**config.mk**
```make
export PLATFORM = sky130hd
export DESIGN_NAME = i2c_target
export DESIGN_NICKNAME = d
export VERILOG_FILES = /design/src/rtl/i2c_target.sv
export SDC_FILE = /design/constraint.sdc
export NUM_CORES = 1
export LEC_CHECK = 0
export CAP_MARGIN = 20
export CORE_MARGIN = 2
export CORE_UTILIZATION = 38
export DETAILED_ROUTE_END_ITERATION = 8
export MAX_ROUTING_LAYER = met4
export SETUP_SLACK_MARGIN = 0.15
export SLEW_MARGIN = 15
export SYNTH_ARGS = -nofsm -noshare
export SYNTH_HDL_FRONTEND = slang
export SYNTH_SLANG_ARGS = --single-unit
export TNS_END_PERCENT = 5
```
**constraint.sdc**
```tcl
create_clock -name clk -period 4.3 [get_ports clk]
set_clock_uncertainty 0.15 [all_clocks]
set_input_delay 0.645 -clock clk [delete_from_list [all_inputs] [get_ports clk]]
set_output_delay 0.645 -clock clk [all_outputs]
set_load 0.005 [all_outputs]
```
**src/rtl/i2c_target.sv**
```systemverilog
// i2c_target -- I2C target (slave) endpoint on split tri-state pins.
//
// Decodes START/STOP, matches a 7-bit address and ACKs it. Bytes written by
// the initiator leave as a one-cycle rx_vld strobe. Bytes read by the
// initiator come from a tx_data/tx_vld source that is popped with tx_rd.
//
// Build option:
//   I2C_TARGET_CLK_STRETCH_EN  If defined, the block holds SCL low at READ
//                              entry while tx_vld=0. If undefined, it
//                              returns 8'hFF instead and SCL is never driven.
//
// Parameters:
//   ADDR         7-bit target address.
//   SYNC_STAGES  Synchronizer depth on SCL/SDA inputs (2..4).
//   HOLD_CYCLES  clk cycles from a sampled SCL fall to an SDA change (1..255).
//
// Ports:
//   clk, rst             system clock; async active-high reset
//   i2c_scl_i/_o/_t      SCL level in, drive value (0), pull-low enable
//   i2c_sda_i/_o/_t      SDA level in, drive value (0), pull-low enable
//   rx_data/rx_vld       written byte and its one-cycle strobe
//   rx_first             with rx_vld: first data byte after (re)START
//   tx_data/tx_vld/tx_rd read byte source; tx_rd strobes on consume
//   busy                 addressed transaction in progress
//   stop_det             one-cycle strobe on any STOP
module i2c_target #(
  parameter logic [6:0] ADDR        = 7'h50,
  parameter int         SYNC_STAGES = 2,
  parameter int         HOLD_CYCLES = 4
) (
  input  logic       clk,
  input  logic       rst,
  input  logic       i2c_scl_i,
  output logic       i2c_scl_o,
  output logic       i2c_scl_t,
  input  logic       i2c_sda_i,
  output logic       i2c_sda_o,
  output logic       i2c_sda_t,
  output logic [7:0] rx_data,
  output logic       rx_vld,
  output logic       rx_first,
  input  logic [7:0] tx_data,
  input  logic       tx_vld,
  output logic       tx_rd,
  output logic       busy,
  output logic       stop_det
);

  typedef enum logic [2:0] {
    ST_IDLE      = 3'd0,
    ST_ADDR      = 3'd1,
    ST_ADDR_ACK  = 3'd2,
    ST_WRITE     = 3'd3,
    ST_WRITE_ACK = 3'd4,
    ST_READ      = 3'd5,
    ST_READ_ACK  = 3'd6,
    ST_WAIT_STOP = 3'd7
  } state_t;

  localparam logic [7:0] HOLD_INIT = 8'(HOLD_CYCLES);

  state_t                 state_r;
  state_t                 state_nxt_s;
  logic [SYNC_STAGES-1:0] scl_sync_r;
  logic [SYNC_STAGES-1:0] sda_sync_r;
  logic                   scl_s;
  logic                   sda_s;
  logic                   scl_prev_r;
  logic                   sda_prev_r;
  logic                   scl_rise_s;
  logic                   scl_fall_s;
  logic                   start_s;
  logic                   stop_s;
  logic [2:0]             bit_cnt_r;
  logic [7:0]             shift_r;
  logic                   rw_r;
  logic                   first_r;
  logic [7:0]             hold_cnt_r;
  logic                   sda_pend_r;
  logic                   sda_pend_s;
  logic                   sda_t_r;
  logic [7:0]             rx_data_r;
  logic                   rx_vld_r;
  logic                   rx_first_r;
  logic                   busy_r;
  logic                   busy_nxt_s;
  logic                   stop_det_r;
  logic                   byte_end_s;
  logic                   addr_hit_s;
  logic                   entry_s;
  logic                   pend_load_s;
  logic                   late_load_s;
  logic                   load_s;
  logic                   load_pend_s;
  logic                   scl_t_s;

  assign scl_s      = scl_sync_r[SYNC_STAGES-1];
  assign sda_s      = sda_sync_r[SYNC_STAGES-1];
  assign scl_rise_s = scl_s & ~scl_prev_r;
  assign scl_fall_s = ~scl_s & scl_prev_r;
  // START/STOP need SCL high on both sides of the SDA edge.
  assign start_s    = scl_s & scl_prev_r & sda_prev_r & ~sda_s;
  assign stop_s     = scl_s & scl_prev_r & ~sda_prev_r & sda_s;

  assign byte_end_s = scl_rise_s & (bit_cnt_r == 3'd7);
  // The 8th address bit is still on sda_s, so bits[7:1] sit in shift_r[6:0].
  assign addr_hit_s = (shift_r[6:0] == ADDR);
  // READ is entered after the address ACK of a read, or on an initiator ACK.
  assign entry_s    = scl_rise_s & (((state_r == ST_ADDR_ACK) & rw_r) |
                                    ((state_r == ST_READ_ACK) & ~sda_s));
  // A deferred load (stretch build only) completes once tx_vld shows up.
  assign pend_load_s = (state_r == ST_READ) & load_pend_s & tx_vld;
  // Deferred load after the first bit slot opened: bit 7 goes out right away.
  assign late_load_s = pend_load_s & (scl_fall_s | scl_t_s);
  assign load_s      = (entry_s & tx_vld) | pend_load_s;

`ifdef I2C_TARGET_CLK_STRETCH_EN
  logic scl_t_r;
  logic load_pend_r;

  // Underflow tracking and SCL stretch control.
  always_ff @(posedge clk or posedge rst) begin
    if (rst) begin
      scl_t_r     <= 1'b0;
      load_pend_r <= 1'b0;
    end else if (start_s | stop_s) begin
      scl_t_r     <= 1'b0;
      load_pend_r <= 1'b0;
    end else begin
      if (entry_s & ~tx_vld) begin
        load_pend_r <= 1'b1;
      end else if (pend_load_s) begin
        load_pend_r <= 1'b0;
      end else begin
        load_pend_r <= load_pend_r;
      end
      if (scl_fall_s & (state_r == ST_READ) & load_pend_r & ~tx_vld) begin
        scl_t_r <= 1'b1;
      end else if (scl_t_r & ~load_pend_r & (hold_cnt_r == 8'd1)) begin
        // Release together with the hold-timed SDA update after the load.
        scl_t_r <= 1'b0;
      end else begin
        scl_t_r <= scl_t_r;
      end
    end
  end

  assign load_pend_s = load_pend_r;
  assign scl_t_s     = scl_t_r;
`else
  assign load_pend_s = 1'b0;
  assign scl_t_s     = 1'b0;
`endif

  // Input synchronizers and edge-detect flops, preset to an idle bus.
  always_ff @(posedge clk or posedge rst) begin
    if (rst) begin
      scl_sync_r <= '1;
      sda_sync_r <= '1;
      scl_prev_r <= 1'b1;
      sda_prev_r <= 1'b1;
    end else begin
      scl_sync_r <= {scl_sync_r[SYNC_STAGES-2:0], i2c_scl_i};
      sda_sync_r <= {sda_sync_r[SYNC_STAGES-2:0], i2c_sda_i};
      scl_prev_r <= scl_s;
      sda_prev_r <= sda_s;
    end
  end

  // FSM state register.
  always_ff @(posedge clk or posedge rst) begin
    if (rst) begin
      state_r <= ST_IDLE;
    end else begin
      state_r <= state_nxt_s;
    end
  end

  // FSM next state; START/STOP override every state.
  always_comb begin
    state_nxt_s = state_r;
    if (start_s) begin
      state_nxt_s = ST_ADDR;
    end else if (stop_s) begin
      state_nxt_s = ST_IDLE;
    end else if (scl_rise_s) begin
      case (state_r)
        ST_ADDR: begin
          if (byte_end_s) begin
            state_nxt_s = addr_hit_s ? ST_ADDR_ACK : ST_WAIT_STOP;
          end else begin
            state_nxt_s = ST_ADDR;
          end
        end
        ST_ADDR_ACK:  state_nxt_s = rw_r ? ST_READ : ST_WRITE;
        ST_WRITE: begin
          if (byte_end_s) begin
            state_nxt_s = ST_WRITE_ACK;
          end else begin
            state_nxt_s = ST_WRITE;
          end
        end
        ST_WRITE_ACK: state_nxt_s = ST_WRITE;
        ST_READ: begin
          if (byte_end_s) begin
            state_nxt_s = ST_READ_ACK;
          end else begin
            state_nxt_s = ST_READ;
          end
        end
        ST_READ_ACK:  state_nxt_s = sda_s ? ST_WAIT_STOP : ST_READ;
        ST_IDLE:      state_nxt_s = ST_IDLE;
        ST_WAIT_STOP: state_nxt_s = ST_WAIT_STOP;
        default:      state_nxt_s = ST_IDLE;
      endcase
    end else begin
      state_nxt_s = state_r;
    end
  end

  // busy follows the addressed states of the next FSM state.
  always_comb begin
    busy_nxt_s = 1'b0;
    case (state_nxt_s)
      ST_ADDR_ACK, ST_WRITE, ST_WRITE_ACK, ST_READ, ST_READ_ACK: busy_nxt_s = 1'b1;
      default: busy_nxt_s = 1'b0;
    endcase
  end

  // SDA value to apply HOLD_CYCLES after the current SCL fall.
  always_comb begin
    sda_pend_s = 1'b0;
    case (state_r)
      ST_ADDR_ACK, ST_WRITE_ACK: sda_pend_s = 1'b1;
      ST_READ: begin
        if (pend_load_s) begin
          sda_pend_s = ~tx_data[7];
        end else if (load_pend_s) begin
          sda_pend_s = 1'b0;
        end else begin
          sda_pend_s = ~shift_r[7];
        end
      end
      default: sda_pend_s = 1'b0;
    endcase
  end

  // Shift register, bit counter, R/W flag and receive strobes.
  always_ff @(posedge clk or posedge rst) begin
    if (rst) begin
      shift_r    <= 8'h00;
      bit_cnt_r  <= 3'd0;
      rw_r       <= 1'b0;
      first_r    <= 1'b0;
      rx_data_r  <= 8'h00;
      rx_vld_r   <= 1'b0;
      rx_first_r <= 1'b0;
      busy_r     <= 1'b0;
      stop_det_r <= 1'b0;
    end else begin
      rx_vld_r   <= 1'b0;
      rx_first_r <= 1'b0;
      busy_r     <= busy_nxt_s;
      stop_det_r <= stop_s;
      if (start_s | stop_s) begin
        bit_cnt_r <= 3'd0;
        first_r   <= start_s;
      end else begin
        if ((state_r == ST_ADDR || state_r == ST_WRITE || state_r == ST_READ) && scl_rise_s) begin
          bit_cnt_r <= bit_cnt_r + 3'd1;
        end else begin
          bit_cnt_r <= bit_cnt_r;
        end
        if ((state_r == ST_ADDR) && byte_end_s) begin
          rw_r <= sda_s;
        end else begin
          rw_r <= rw_r;
        end
        if ((state_r == ST_WRITE) && byte_end_s) begin
          rx_data_r  <= {shift_r[6:0], sda_s};
          rx_vld_r   <= 1'b1;
          rx_first_r <= first_r;
          first_r    <= 1'b0;
        end else begin
          first_r    <= first_r;
        end
      end
      // Shift register sources, highest priority first. Underflow without
      // stretching returns all ones (SDA released for every bit).
      if (entry_s) begin
        shift_r <= tx_vld ? tx_data : 8'hFF;
      end else if (late_load_s) begin
        shift_r <= {tx_data[6:0], 1'b0};
      end else if (pend_load_s) begin
        shift_r <= tx_data;
      end else if (scl_rise_s && (state_r == ST_ADDR || state_r == ST_WRITE)) begin
        shift_r <= {shift_r[6:0], sda_s};
      end else if (scl_fall_s && (state_r == ST_READ)) begin
        shift_r <= {shift_r[6:0], 1'b0};
      end else begin
        shift_r <= shift_r;
      end
    end
  end

  // SDA driver: changes are delayed HOLD_CYCLES after each SCL fall.
  always_ff @(posedge clk or posedge rst) begin
    if (rst) begin
      sda_t_r    <= 1'b0;
      sda_pend_r <= 1'b0;
      hold_cnt_r <= 8'd0;
    end else if (start_s | stop_s) begin
      sda_t_r    <= 1'b0;
      sda_pend_r <= 1'b0;
      hold_cnt_r <= 8'd0;
    end else if (pend_load_s & scl_t_s) begin
      // SCL is held low by us, so bit 7 can go out at once; the counter
      // then times the SCL release.
      sda_t_r    <= ~tx_data[7];
      sda_pend_r <= ~tx_data[7];
      hold_cnt_r <= HOLD_INIT;
    end else if (scl_fall_s) begin
      sda_t_r    <= sda_t_r;
      sda_pend_r <= sda_pend_s;
      hold_cnt_r <= HOLD_INIT;
    end else if (hold_cnt_r != 8'd0) begin
      hold_cnt_r <= hold_cnt_r - 8'd1;
      sda_pend_r <= sda_pend_r;
      if (hold_cnt_r == 8'd1) begin
        sda_t_r <= sda_pend_r;
      end else begin
        sda_t_r <= sda_t_r;
      end
    end else begin
      sda_t_r    <= sda_t_r;
      sda_pend_r <= sda_pend_r;
      hold_cnt_r <= hold_cnt_r;
    end
  end

  assign i2c_scl_o = 1'b0;
  assign i2c_sda_o = 1'b0;
  assign i2c_scl_t = scl_t_s;
  assign i2c_sda_t = sda_t_r;
  assign rx_data   = rx_data_r;
  assign rx_vld    = rx_vld_r;
  assign rx_first  = rx_first_r;
  assign tx_rd     = load_s;
  assign busy      = busy_r;
  assign stop_det  = stop_det_r;

endmodule

```
==> results of run 1 <==
[flip-flops by register name, summed over array words and instances (netlist names), 2 cells and up]
| signal | flops |
|---|---|
| shift_r | 8 |
| rx_data | 8 |
| state_r | 3 |
| hold_cnt_r | 8 |
| bit_cnt_r | 3 |
| sda_sync_r | 2 |
| scl_sync_r | 2 |
[per-layer routing]
metal / part of all wire / global-route usage / vias up
li1: - / - / 790
met1: 0.50 / 0.2142 / 760
met3: 0.040 / 0.03444 / 8
met4: 0.016 / 0.05085 / 0
met2: 0.44 / 0.2182 / 34
met5: 0 / - / -
[cell type report]
class                           instances  area (sq um)  share of cell area
Timing Repair Buffer                   28         275.3              0.1033
Inverter                               14         52.55             0.01973
Sequential cell                        44          1109              0.4162
Tap cell                               75         93.84             0.03523
Clock buffer                            5         68.82             0.02583
Multi-Input combinational cell        143          1018              0.3823
Clock inverter                          3         46.29             0.01738
[critical path: cells and delay by family, from the launching register on]
family                 cells  cell delay, ns
buffers and inverters      2            0.73
flip-flops                 1            0.60
AND/OR/NAND/NOR            2            0.38
AO/OA/AOI/OAI              1            0.27
[cell usage in the layout, fill, tap and decap left out, types with 3 or more instances in the layout]
| cell | synthesis | routed |
|---|---|---|
| nor2_1 | 14 | 14 |
| conb_1 | 1 | 3 |
| nand2b_1 | 10 | 10 |
| dfstp_2 | 6 | 6 |
| nor3_1 | 7 | 7 |
| nand2_1 | 13 | 13 |
| ha_1 | 4 | 4 |
| a21oi_1 | 7 | 7 |
| inv_1 | 13 | 12 |
| nand4b_1 | 3 | 3 |
| clkdlybuf4s50_1 | 0 | 26 |
| o21ai_1 | 5 | 5 |
| mux2_2 | 6 | 6 |
| dfrtp_1 | 38 | 38 |
| o21ai_0 | 4 | 4 |
| xnor2_1 | 3 | 3 |
| mux2i_1 | 3 | 3 |
| o211ai_1 | 6 | 6 |
| clkbuf_8 | 0 | 5 |
| nand3b_1 | 11 | 11 |
| nor2b_1 | 6 | 6 |
[power by group]
group | switching [W] | total, W | leakage, nW | internal (W)
sequential | 0.000108 | 0.000614 | 0.562 | 0.000506
combinational | 0.000162 | 0.000320 | 0.492 | 0.000159
clock | 0.000152 | 0.000327 | 0.0548 | 0.000175
total | 0.000421 | 0.00126 | 1.11 | 0.000840
[cell families (layout without fill, tap and decap cells)]
group           Yosys count  after routing
simple gates             77             77
compound gates           44             44
flops                    44             44
buf+inv                  26             50
mux                      10             10
xor+xnor                  5              5
fa+ha+maj                 4              4
other cells               1              3
[final timing paths]
kind	from	to	cells past startpoint
setup / recovery	scl_sync_r[1]	tx_rd	5
hold / removal	sda_sync_r[0]	sda_sync_r[1]	0
setup reg to reg	bit_cnt_r[0]	rx_data[6]	6
hold reg to reg	sda_sync_r[0]	sda_sync_r[1]	0
max in group asynchronous	rst	state_r[0]	3
min in group asynchronous	rst	stop_det	3
[through the flow]
| step | utilization | instances | total power [W] | setup slack, ns |
|---|---|---|---|---|
| final | 0.4580 | 312 | 0.001261 | 1.233 |
| after floorplan | - | 213 | 0.0008525 | 2.113 |
| after detailed placement | 0.4383 | 304 | 0.0009477 | 1.552 |
| after CTS | 0.4580 | 312 | 0.001281 | 1.222 |
| after global placement | 0.4383 | 304 | 0.0009391 | 1.558 |
| after global routing | 0.4580 | 312 | 0.001357 | 1.089 |
==> results.sh, run 1 <==
export IMPL_grt_overflow=0
export IMPL_drv_slew=0
export IMPL_die_area_sq_mm=0.006580
export IMPL_synth_area_sq_mm=0.002260
export IMPL_hp_class="register to register"
export IMPL_r2r_slack_ns=2.20
export IMPL_die_y_um=81.12
export IMPL_ctsHoldBuffers=0
export IMPL_synthXorXnorAreaFrac=0.01938
export IMPL_cpPeakStageDelay_ns=0.60
export IMPL_maxCapViolations=0
export IMPL_crit_path_max_fanout=16
export IMPL_wl_per_cell_um=14.05
export IMPL_drive_gt1_frac=0.1435
export IMPL_setup_viol=0
export IMPL_fin_hold_ws_ns=0.2132
export IMPL_worstPathRequired_ns=3.50
export IMPL_irDropWorstVdd_v=0.0002272
export IMPL_power_density_mw_per_mm2=473.5
export IMPL_synth_warnings=0
export IMPL_io_buffers=26
export IMPL_grt_max_degree=45
export IMPL_routabilityCongestion=0.7690
export IMPL_die_x_um=81.12
export IMPL_path_clk_slew_ns=0.09
export IMPL_synthTopCellsByCount="38 x dfrtp_1, 14 x nor2_1, 13 x inv_1, 13 x nand2_1, 11 x nand3b_1"
export IMPL_synthAdderAreaFrac=0.02215
export IMPL_crit_path_end_kind="output port"
export IMPL_nets=253
export IMPL_dr_pass1_iters=4
export IMPL_dr_first_iter_drc_count=79
export IMPL_remaining_drc_errors=0
export IMPL_finalHoldViolCount=0
export IMPL_ys_types=54
export IMPL_grt_pass1_wl_mm=7.507
export IMPL_antenna_cells=0
export IMPL_cts_buffers=5
export IMPL_grtUsageTotal=0.1526
export IMPL_worst_pin_slew_ns=0.6694
export IMPL_finalSetupTns_ns=0
export IMPL_syn2layout_area_growth_pct=17.88
export IMPL_synth_seq_cells=44
export IMPL_yosysMostFrequentCell="dfrtp_1"
export IMPL_dpl_instance_area_sq_mm=0.002549
export IMPL_synthFlopType="dfrtp_1"
export IMPL_cts_resized=0
export IMPL_vias_per_cell=5.103
export IMPL_fin_crit_ns=3.067
export IMPL_synth_mux_area_frac=0.04817
export IMPL_rsz0062_at_grt="false"
export IMPL_yosys_area_top_type="dfrtp_1"
export IMPL_synthDominantCellAreaShare=0.4208
export IMPL_cts_max_level=2
export IMPL_synth_edf_count=0
export IMPL_ioPinCount=30
export IMPL_clkLatencyLatePin_ns=0.30
export IMPL_fin_crit_sh=0.7132
export IMPL_cts_tree="yes"
export IMPL_yosys_area_share_simple=0.1977
export IMPL_post_cts_buffers=0
export IMPL_ant_nets=0
export IMPL_leakage_nw=1.108
export IMPL_cp_start_kind="register"
export IMPL_root_buffer="clkbuf_8"
export IMPL_num_vias=1592
export IMPL_crit_path_top_delay_cell="dfstp_2"
export IMPL_hpwl_mm=3.006
export IMPL_antenna_found_initial=0
export IMPL_cts_num_sinks=44
export IMPL_fp_coreArea_sq_mm=0.005816
export IMPL_synth_top_family_by_area="simple AND/OR/NAND/NOR gates"
export IMPL_path_cells="nand2b_1 -> a211oi_4 -> buf_4 -> and2_1 -> clkdlybuf4s50_1"
export IMPL_relSlewSlack=0.5521
export IMPL_clockBufferDepth=2
export IMPL_synthCells=211
export IMPL_syn_avg_cell_area_sq_um=10.71
export IMPL_final_area_sq_mm=0.002664
export IMPL_yosysSeqAreaShare=0.4906
export IMPL_fill_cells=597
export IMPL_outcome="complete, no violations"
export IMPL_synth_compound_area_share=0.1584
export IMPL_synth_area_top_cells="dfrtp_1 42%, dfstp_2 7.0%, nand3b_1 3.7%"
export IMPL_worstSetupPathType="register to output port"
export IMPL_initial_core_util=0.3886
export IMPL_row_count=28
export IMPL_async_reset_ff_frac=1.000
export IMPL_postRouteWirelength_mm=4.384
export IMPL_fmax_mhz=326.1
export IMPL_grt_pass1_vias=1569
export IMPL_crit_arrival_ns=2.27
(Power assumes the default switching activity.)
==> run 2, diff against run 1 <==
==> constraint.sdc (replaced) <==
create_clock -name clk -period 3.1 [get_ports clk]
set_clock_uncertainty 0.15 [all_clocks]
set_input_delay 0.465 -clock clk [delete_from_list [all_inputs] [get_ports clk]]
set_output_delay 0.465 -clock clk [all_outputs]
set_load 0.005 [all_outputs]
==> results.sh, run 2 (synthesis results as in run 1) <==
export IMPL_outcome="complete, no violations"
export IMPL_clockBufferDepth=2
export IMPL_path_clk_slew_ns=0.09
export IMPL_ctsHoldBuffers=0
export IMPL_rsz0062_at_grt="false"
export IMPL_drive_gt1_frac=0.1471
export IMPL_irDropWorstVdd_v=0.0002784
export IMPL_fin_crit_ns=2.715
export IMPL_io_buffers=26
export IMPL_cts_tree="yes"
export IMPL_fill_cells=581
export IMPL_pre_cts_slack_ns=0.7215
export IMPL_crit_path_max_fanout=9
export IMPL_worst_pin_slew_ns=0.6080
export IMPL_cp_start_kind="register"
export IMPL_finalHoldViolCount=0
export IMPL_clkLatencyLatePin_ns=0.30
export IMPL_syn2layout_area_growth_pct=17.39
export IMPL_die_y_um=81.12
export IMPL_routabilityCongestion=0.7904
export IMPL_hold_start="sda_sync_r[0]"
export IMPL_post_cts_buffers=0
export IMPL_remaining_drc_errors=0
export IMPL_crit_path_end_kind="output port"
export IMPL_ioPinCount=30
export IMPL_hpwl_mm=3.004
export IMPL_leakage_nw=1.110
export IMPL_num_vias=1600
export IMPL_wl_per_cell_um=13.93
export IMPL_setup_viol=0
export IMPL_ant_nets=0
export IMPL_grt_max_degree=34
export IMPL_hp_class="register to register"
export IMPL_placed_cells=305
export IMPL_relSlewSlack=0.5931
export IMPL_finalPower_w=0.001689
export IMPL_cts_num_sinks=44
export IMPL_dr_pass1_iters=4
export IMPL_mostFrequentLayoutCells="38 x dfrtp_1, 26 x clkdlybuf4s50_1, 14 x nor2_1"
export IMPL_antenna_found_initial=0
export IMPL_die_area_sq_mm=0.006580
export IMPL_cts_max_level=2
export IMPL_layout_commonest_cell="dfrtp_1"
export IMPL_fin_ws_ns=0.3848
export IMPL_nets=254
export IMPL_power_density_mw_per_mm2=636.8
export IMPL_cts_buffers=5
export IMPL_maxCapViolations=0
export IMPL_grt_pass1_wl_mm=7.645
export IMPL_fmax_mhz=368.3
export IMPL_initial_core_util=0.3886
export IMPL_crit_arrival_ns=2.10
export IMPL_fin_cells=313
export IMPL_drv_slew=0
export IMPL_worstSetupPathType="register to output port"
export IMPL_fin_crit_sh=0.8759
export IMPL_grt_overflow=0
export IMPL_die_x_um=81.12
export IMPL_dr_first_iter_drc_count=74
export IMPL_fp_coreArea_sq_mm=0.005816
export IMPL_vias_per_cell=5.112
export IMPL_antenna_cells=0
export IMPL_row_count=28
export IMPL_worstPathRequired_ns=2.48
export IMPL_grt_pass1_vias=1611
export IMPL_cts_resized=0
export IMPL_r2r_start="bit_cnt_r[0]"
export IMPL_grtUsageTotal=0.1542
export IMPL_crit_path_start="scl_sync_r[1]"
export IMPL_finalSetupTns_ns=0
export IMPL_postRouteWirelength_mm=4.361
export IMPL_root_buffer="clkbuf_8"
## run 2: final cells by class
class / instances / area (sq um) / share of cell area
inverter: 14 / 52.55 / 0.01981
clock inverter: 2 / 13.76 / 0.005189
timing repair buffer: 29 / 282.8 / 0.1066
tap: 75 / 93.84 / 0.03538
clock buffer: 6 / 82.58 / 0.03113
sequential: 44 / 1109 / 0.4179
multi-input combinational: 143 / 1018 / 0.3840
## run 2: path summary, 6_finish.rpt
kind                                      end  cells after the start  slack [ns]
min in group asynchronous            stop_det                      2        0.26
worst min-delay path            sda_sync_r[1]                      0        0.21
max in group asynchronous       scl_sync_r[1]                      3        1.79
worst max-delay path                    tx_rd                      4        0.38
worst max register to register     rx_data[2]                      6        0.97
worst min register to register  sda_sync_r[1]                      0        0.21
## run 2: per-stage QoR
stage | area, sq um | util | hold WS (ns)
2_1_floorplan | 2267 | - | 0.1952
3_3_place_gp | 2556 | 0.4395 | 0.1960
3_5_place_dp | 2556 | 0.4395 | 0.2003
4_1_cts | 2653 | 0.4561 | 0.2133
5_1_grt | 2653 | 0.4561 | 0.2158
6_report | 2653 | 0.4561 | 0.2115
## run 2: worst max-delay path, stage by stage (launching register included)
cell	delay (ns)
dfstp_2	0.59
nand2b_1	0.25
a211oi_4	0.30
and2_1	0.16
clkdlybuf4s50_1	0.50
## run 2: power breakdown
| part | internal [W] | switching, W |
|---|---|---|
| clock network | 0.000183 | 0.000208 |
| logic | 0.000224 | 0.000234 |
| registers | 0.000702 | 0.000138 |
| total | 0.00111 | 0.000580 |
## run 2: per-layer routing
metal / routed length [um] / vias up / track usage
met3: 155 / 8 / 0.03778
met5: 0 / - / -
met1: 2149 / 775 / 0.2126
met2: 1977 / 29 / 0.2231
li1: - / 788 / -
met4: 79 / 0 / 0.05085
